## config.mk

```make
export PLATFORM = sky130hd
export DESIGN_NAME = conv_window_sequencer
export DESIGN_NICKNAME = d
export VERILOG_FILES = /design/src/rtl/conv_pkg.sv /design/src/rtl/wrap_counter.sv /design/src/rtl/conv_window_sequencer.sv
export SDC_FILE = /design/constraint.sdc
export NUM_CORES = 1
export LEC_CHECK = 0
export CORE_MARGIN = 5
export CORE_UTILIZATION = 40
export CTS_CLUSTER_DIAMETER = 200
export CTS_CLUSTER_SIZE = 16
export DETAILED_ROUTE_END_ITERATION = 8
export DONT_BUFFER_PORTS = 1
export PLACE_DENSITY_LB_ADDON = 0.3
export SKIP_CTS_REPAIR_TIMING = 1
export SLEW_MARGIN = 0
export SYNTH_ARGS = -nofsm -noshare
export SYNTH_HDL_FRONTEND = slang
export SYNTH_SLANG_ARGS = --single-unit
```

## constraint.sdc

```tcl
create_clock -name clk -period 6 [get_ports clk]
set_input_delay 1.2 -clock clk [delete_from_list [all_inputs] [get_ports clk]]
set_output_delay 1.2 -clock clk [all_outputs]
set_load 0.1 [all_outputs]
```

## src/rtl/conv_pkg.sv

```systemverilog
// Shared types and helpers for the convolution window sequencer.
package conv_pkg;

  typedef enum logic [1:0] {
    IDLE   = 2'd0,
    ACTIVE = 2'd1,
    DRAIN  = 2'd2
  } seq_state_t;

  localparam int CNT_W_DEF = 16;

  // Number of complete KxK windows in a WxH frame at stride S.
  function automatic int n_windows(input int w, input int h, input int k, input int s);
    return ((w - k) / s + 1) * ((h - k) / s + 1);
  endfunction

endpackage

```

## src/rtl/wrap_counter.sv

```systemverilog
// Up-counter that returns to zero after reaching a runtime maximum.
module wrap_counter #(
  parameter int CNT_W = 16
) (
  input  logic             clk,
  input  logic             rst_n,
  input  logic             en,
  input  logic             clr,
  input  logic [CNT_W-1:0] max,
  output logic [CNT_W-1:0] cnt,
  output logic             wrap
);

  logic [CNT_W-1:0] cnt_r;

  assign cnt  = cnt_r;
  assign wrap = (cnt_r == max);

  // Counter state; clr wins over en.
  always_ff @(posedge clk or negedge rst_n) begin
    if (!rst_n) begin
      cnt_r <= {CNT_W{1'b0}};
    end else if (clr) begin
      cnt_r <= {CNT_W{1'b0}};
    end else if (en) begin
      cnt_r <= wrap ? {CNT_W{1'b0}} : cnt_r + {{(CNT_W-1){1'b0}}, 1'b1};
    end else begin
      cnt_r <= cnt_r;
    end
  end

endmodule

```

## src/rtl/conv_window_sequencer.sv

```systemverilog
// Tags a raster pixel stream with row/column and flags completed KxK windows
// on the stride grid, with one-entry output buffering and frame sequencing.
module conv_window_sequencer
  import conv_pkg::*;
#(
  parameter int DATA_W = 8,
  parameter int IMG_W  = 32,
  parameter int IMG_H  = 32,
  parameter int K      = 3,
  parameter int STRIDE = 1,
  parameter int CNT_W  = CNT_W_DEF
) (
  input  logic              clk,
  input  logic              rst_n,
  input  logic              clr,
  input  logic              in_valid,
  output logic              in_ready,
  input  logic [DATA_W-1:0] in_data,
  output logic              out_valid,
  input  logic              out_ready,
  output logic [DATA_W-1:0] out_data,
  output logic [CNT_W-1:0]  out_col,
  output logic [CNT_W-1:0]  out_row,
  output logic              out_win,
  output logic              out_eol,
  output logic              out_eof,
  output logic              frame_done,
  output logic [CNT_W-1:0]  win_count
);

  localparam logic [CNT_W-1:0] COL_MAX = CNT_W'(IMG_W - 1);
  localparam logic [CNT_W-1:0] ROW_MAX = CNT_W'(IMG_H - 1);
  localparam logic [CNT_W-1:0] PH_MAX  = CNT_W'(STRIDE - 1);
  localparam logic [CNT_W-1:0] K_M1    = CNT_W'(K - 1);

  seq_state_t        state_r;
  logic              out_valid_r;
  logic [DATA_W-1:0] out_data_r;
  logic [CNT_W-1:0]  out_col_r;
  logic [CNT_W-1:0]  out_row_r;
  logic              out_win_r;
  logic              out_eol_r;
  logic              out_eof_r;
  logic              frame_done_r;
  logic [CNT_W-1:0]  win_count_r;

  logic             acc_s;
  logic             hs_s;
  logic [CNT_W-1:0] col_s;
  logic [CNT_W-1:0] row_s;
  logic [CNT_W-1:0] col_ph_s;
  logic [CNT_W-1:0] row_ph_s;
  logic             col_wrap_s;
  logic             row_wrap_s;
  logic             col_ph_wrap_s;
  logic             row_ph_wrap_s;
  logic             col_in_s;
  logic             row_in_s;
  logic             win_s;
  logic             eof_s;
  logic             unused_s;

  assign in_ready = (state_r != DRAIN) && (!out_valid_r || out_ready);
  assign acc_s    = in_valid && in_ready && !clr;
  assign hs_s     = out_valid_r && out_ready && !clr;

  // Written as >/== so that K=1 does not collapse into an always-true compare.
  assign col_in_s = (col_s > K_M1) || (col_s == K_M1);
  assign row_in_s = (row_s > K_M1) || (row_s == K_M1);
  assign win_s    = col_in_s && row_in_s &&
                    (col_ph_s == {CNT_W{1'b0}}) && (row_ph_s == {CNT_W{1'b0}});
  assign eof_s    = col_wrap_s && row_wrap_s;
  assign unused_s = ^{col_ph_wrap_s, row_ph_wrap_s};

  wrap_counter #(.CNT_W(CNT_W)) u_col (
    .clk(clk), .rst_n(rst_n), .en(acc_s), .clr(clr), .max(COL_MAX),
    .cnt(col_s), .wrap(col_wrap_s)
  );

  wrap_counter #(.CNT_W(CNT_W)) u_row (
    .clk(clk), .rst_n(rst_n), .en(acc_s && col_wrap_s), .clr(clr), .max(ROW_MAX),
    .cnt(row_s), .wrap(row_wrap_s)
  );

  // Phases restart at every row / frame boundary so the grid is anchored at K-1.
  wrap_counter #(.CNT_W(CNT_W)) u_col_ph (
    .clk(clk), .rst_n(rst_n), .en(acc_s && col_in_s),
    .clr(clr || (acc_s && col_wrap_s)), .max(PH_MAX),
    .cnt(col_ph_s), .wrap(col_ph_wrap_s)
  );

  wrap_counter #(.CNT_W(CNT_W)) u_row_ph (
    .clk(clk), .rst_n(rst_n), .en(acc_s && col_wrap_s && row_in_s),
    .clr(clr || (acc_s && eof_s)), .max(PH_MAX),
    .cnt(row_ph_s), .wrap(row_ph_wrap_s)
  );

  // Frame FSM, output register and window accounting.
  always_ff @(posedge clk or negedge rst_n) begin
    if (!rst_n) begin
      state_r      <= IDLE;
      out_valid_r  <= 1'b0;
      out_data_r   <= {DATA_W{1'b0}};
      out_col_r    <= {CNT_W{1'b0}};
      out_row_r    <= {CNT_W{1'b0}};
      out_win_r    <= 1'b0;
      out_eol_r    <= 1'b0;
      out_eof_r    <= 1'b0;
      frame_done_r <= 1'b0;
      win_count_r  <= {CNT_W{1'b0}};
    end else if (clr) begin
      state_r      <= IDLE;
      out_valid_r  <= 1'b0;
      frame_done_r <= 1'b0;
    end else begin
      frame_done_r <= 1'b0;
      if (acc_s) begin
        out_valid_r <= 1'b1;
        out_data_r  <= in_data;
        out_col_r   <= col_s;
        out_row_r   <= row_s;
        out_win_r   <= win_s;
        out_eol_r   <= col_wrap_s;
        out_eof_r   <= eof_s;
      end else if (hs_s) begin
        out_valid_r <= 1'b0;
      end else begin
        out_valid_r <= out_valid_r;
      end

      case (state_r)
        IDLE: begin
          if (acc_s) begin
            state_r <= eof_s ? DRAIN : ACTIVE;
          end else begin
            state_r <= IDLE;
          end
        end
        ACTIVE: begin
          if (acc_s && eof_s) begin
            state_r <= DRAIN;
          end else begin
            state_r <= ACTIVE;
          end
        end
        DRAIN: begin
          if (hs_s && out_eof_r) begin
            state_r      <= IDLE;
            frame_done_r <= 1'b1;
          end else begin
            state_r <= DRAIN;
          end
        end
        default: begin
          state_r <= IDLE;
        end
      endcase

      if ((state_r == IDLE) && acc_s) begin
        win_count_r <= {CNT_W{1'b0}};
      end else if (hs_s && out_win_r) begin
        win_count_r <= win_count_r + {{(CNT_W-1){1'b0}}, 1'b1};
      end else begin
        win_count_r <= win_count_r;
      end
    end
  end

  assign out_valid  = out_valid_r;
  assign out_data   = out_data_r;
  assign out_col    = out_col_r;
  assign out_row    = out_row_r;
  assign out_win    = out_win_r;
  assign out_eol    = out_eol_r;
  assign out_eof    = out_eof_r;
  assign frame_done = frame_done_r;
  assign win_count  = win_count_r;

endmodule
```

==> impl_metrics.ini <==
[status]
run_status = finished, final reports clean

[die]
top_level_ports = 75
std_cell_rows = 46
die_area_sq_mm = 0.0188
dieHeight_um = 137
floorplan.die.width_um = 137
core_area_sq_mm = 0.0159
start_util = 0.407

[synthesis]
synth-xor-area-share = 0.0298
synth_top_cell_area_share = 0.491
synth_top_family_by_area = simple AND/OR/NAND/NOR gates
post-synth-top-count-cell = sky130_fd_sc_hd__nand2_1
synth_simple_gate_area_frac = 0.282
ys_warn_count = 0
yosys.area.top_type = sky130_fd_sc_hd__dfrtp_1
dominantRegCellSynth = sky130_fd_sc_hd__dfrtp_1
postSynthAreaPerCell_sq_um = 9.04
synthesis.nets = 737
synth.mux.area_fraction = 0.0139
synth_common_cells = sky130_fd_sc_hd__nand2_1 (151), sky130_fd_sc_hd__dfrtp_1 (127), sky130_fd_sc_hd__nand3_1 (38)
synthesis.instances = 715
synth_seq_area_share = 0.491
syn_area_sq_mm = 0.00647
synth.lib_cells_used.distinct = 58
asyncSetResetFlopFracSynth = 1.00
yosys-top-cells-area = sky130_fd_sc_hd__dfrtp_1 (49%), sky130_fd_sc_hd__nand2_1 (8.8%), sky130_fd_sc_hd__nand3_1 (2.9%)
synth-compound-area-share = 0.130
synth_adder_area_share = 0.0174
flops_latches_synth = 127
synth_edf_count = 0

[final_layout]
finish.cell_count_without_fillers = 926
area.growth.synth_to_final_pct = 11.0
layout.nets = 721
final_util = 0.452
insertedDiodeCount = 0
final_layout_size_suffix_gt1_frac = 0.0718

[timing]
min_period_over_period = 0.617
finalCriticalPeriod_ns = 3.70
finalSetupTns_ns = 0
timing.max_slew.rel_slack = 0.158
grt_setup_unrepaired = no
timing.final.max_slew_violations = 0
setup_violations = 0
worst_clock_skew_ns = 0.0183
timing_hold_violations_final = 0
clock.fmax_mhz = 270
worst_margin_slew_ns = 1.26

[global_route]
overflow = 0
grt_usage = 0.175
antenna_found_initial = 0
grt_max_degree = 128
grt_first_pass_wirelength_mm = 26.3
first_global_vias = 5181

[route]
wl_per_cell_um = 16.9
met3_wirelength_mm = 1.21
average_vias_per_placed_instance = 5.70
vias = 5275
drt_drc_violations_left = 0
drtPass1Iterations = 5
met2WireLength_mm = 7.42
met1Wirelength_mm = 6.76
drt-initial-drc-count = 404
postRouteWirelength_mm = 15.6
topRoutingLayerUsed = met4
ant_nets = 0

[clock_tree]
cts_num_sinks = 127
cts_root_buffer = sky130_fd_sc_hd__clkbuf_16
cts_buffer_depth = 2
cts-htree-levels = 4
cts_made_buffers = 17
worst_skew_pair.late_latency_ns = 0.42
clk_pin_slew_worst_paths_ns = 0.06
tritoncts_clock_tree = built

[critical_path]
worst-setup-path-type = reg2reg
worst_ep_required_time_ns = 6.22
critical_path_arrival_ns = 3.93
cp-start-kind = register
path_max_fanout = 38
r2r.worst_path.cells = 6
cp-end-kind = register

[power]
p_int_mw = 1.51
power.static_leakage_nw = 3.13
power_frac_comb = 0.029
p_seq_frac = 0.476
power_switching_share = 0.247
clockPowerShare = 0.495
worst_ir_drop_vdd_mv = 0.187
total_switching_power_mw = 0.496
pwr_density_cell_mw_per_mm2 = 279

[hold_path]
worstHoldPathType = in2async

[placement]
dp.cells = 896
dp_hpwl_mm = 10.5
buffer_ports.inserted = 0
place_congestion = 0.873

[flow_run]
drv_cap = 0
==> worst max-delay path, cell delays in order, from the launching register on <==
cell,delay [ns]
sky130_fd_sc_hd__dfrtp_1,0.76
sky130_fd_sc_hd__nor2b_1,0.39
sky130_fd_sc_hd__nor3_2,0.20
sky130_fd_sc_hd__buf_4,0.41
sky130_fd_sc_hd__nand3_1,0.48
sky130_fd_sc_hd__a21oi_1,1.14
sky130_fd_sc_hd__a211oi_1,0.13
==> layout make-up <==
class | count | area [sq um]
inverters | 21 | 78.8
clock buffers | 20 | 457
multi-input cells | 530 | 3070
fillers | 1542 | 8700
flip-flops and latches | 127 | 3180
clock inverters | 10 | 114
repair buffers | 2 | 15.0
well taps | 216 | 270
==> kinds of logic after synthesis <==
| logic type | after synthesis |
|---|---|
| AOI/OAI and AO/OA | 127 |
| muxes | 9 |
| adders and majority gates | 9 |
| buffers and inverters | 58 |
| DFF | 127 |
| xor gates and xnor gates | 22 |
| and+or+nand+nor | 363 |
==> per-layer routing <==
layer,vias up,track usage
li1,2516,-
met1,2578,0.221
met2,165,0.285
met3,16,0.0548
met4,0,0.0604
met5,-,0
==> cells in the final DEF (no fill, tap or decap), types with 12 or more instances in the layout <==
| cell type | n |
|---|---|
| sky130_fd_sc_hd__and3_1 | 16 |
| sky130_fd_sc_hd__nand4_1 | 21 |
| sky130_fd_sc_hd__dfrtp_1 | 127 |
| sky130_fd_sc_hd__or3_1 | 18 |
| sky130_fd_sc_hd__nor3_1 | 19 |
| sky130_fd_sc_hd__nor4_1 | 14 |
| sky130_fd_sc_hd__xnor2_1 | 14 |
| sky130_fd_sc_hd__inv_1 | 20 |
| sky130_fd_sc_hd__o21ai_0 | 36 |
| sky130_fd_sc_hd__a21oi_1 | 30 |
| sky130_fd_sc_hd__nand2_1 | 151 |
| sky130_fd_sc_hd__a211oi_1 | 12 |
| sky130_fd_sc_hd__nand3_1 | 38 |
| sky130_fd_sc_hd__nor2_1 | 31 |
| sky130_fd_sc_hd__clkbuf_16 | 17 |
==> final timing paths <==
check / start / endpoint / slack (ns)
max in group asynchronous: rst_n / out_data[6] / 5.39
min in group clk: u_col.cnt[15] / u_col.cnt[15] / 0.51
worst max-delay path: out_valid / u_row_ph.cnt[6] / 2.30
worst min-delay path: rst_n / u_row.cnt[9] / 0.49
worst max register to register: out_valid / u_row_ph.cnt[6] / 2.30
worst min register to register: u_col.cnt[15] / u_col.cnt[15] / 0.51
==> stage by stage <==
step                area [sq um]  power [mW]  hold slack, ns  setup WS [ns]
floorplan                   6470        1.02           0.466           2.25
global placement            6610        1.03           0.506           2.28
detailed placement          6610        1.03           0.509           2.12
CTS                         7180        2.03           0.466           2.32
global route                7180        2.08           0.458           2.04
finish                      7180        2.01           0.487           2.30
==> sequential cells by signal, indices dropped and copies added (netlist names), 2 cells and up <==
signal,flops
out_col,16
out_data,8
out_row,16
state_r,2
u_col.cnt,16
u_col_ph.cnt,16
u_row.cnt,16
u_row_ph.cnt,16
win_count,16
==> power by group through the flow <==
| stage | clock network, mW | registers (mW) | logic [mW] |
|---|---|---|---|
| floorplan | 0 | 0.966 | 0.0494 |
| finish | 0.992 | 0.955 | 0.0591 |
| global route | 1.06 | 0.956 | 0.0676 |
| CTS | 1.02 | 0.955 | 0.0595 |
| global placement | 0 | 0.969 | 0.0571 |
| detailed placement | 0 | 0.969 | 0.0600 |
Power figures use the tool's default switching activity.
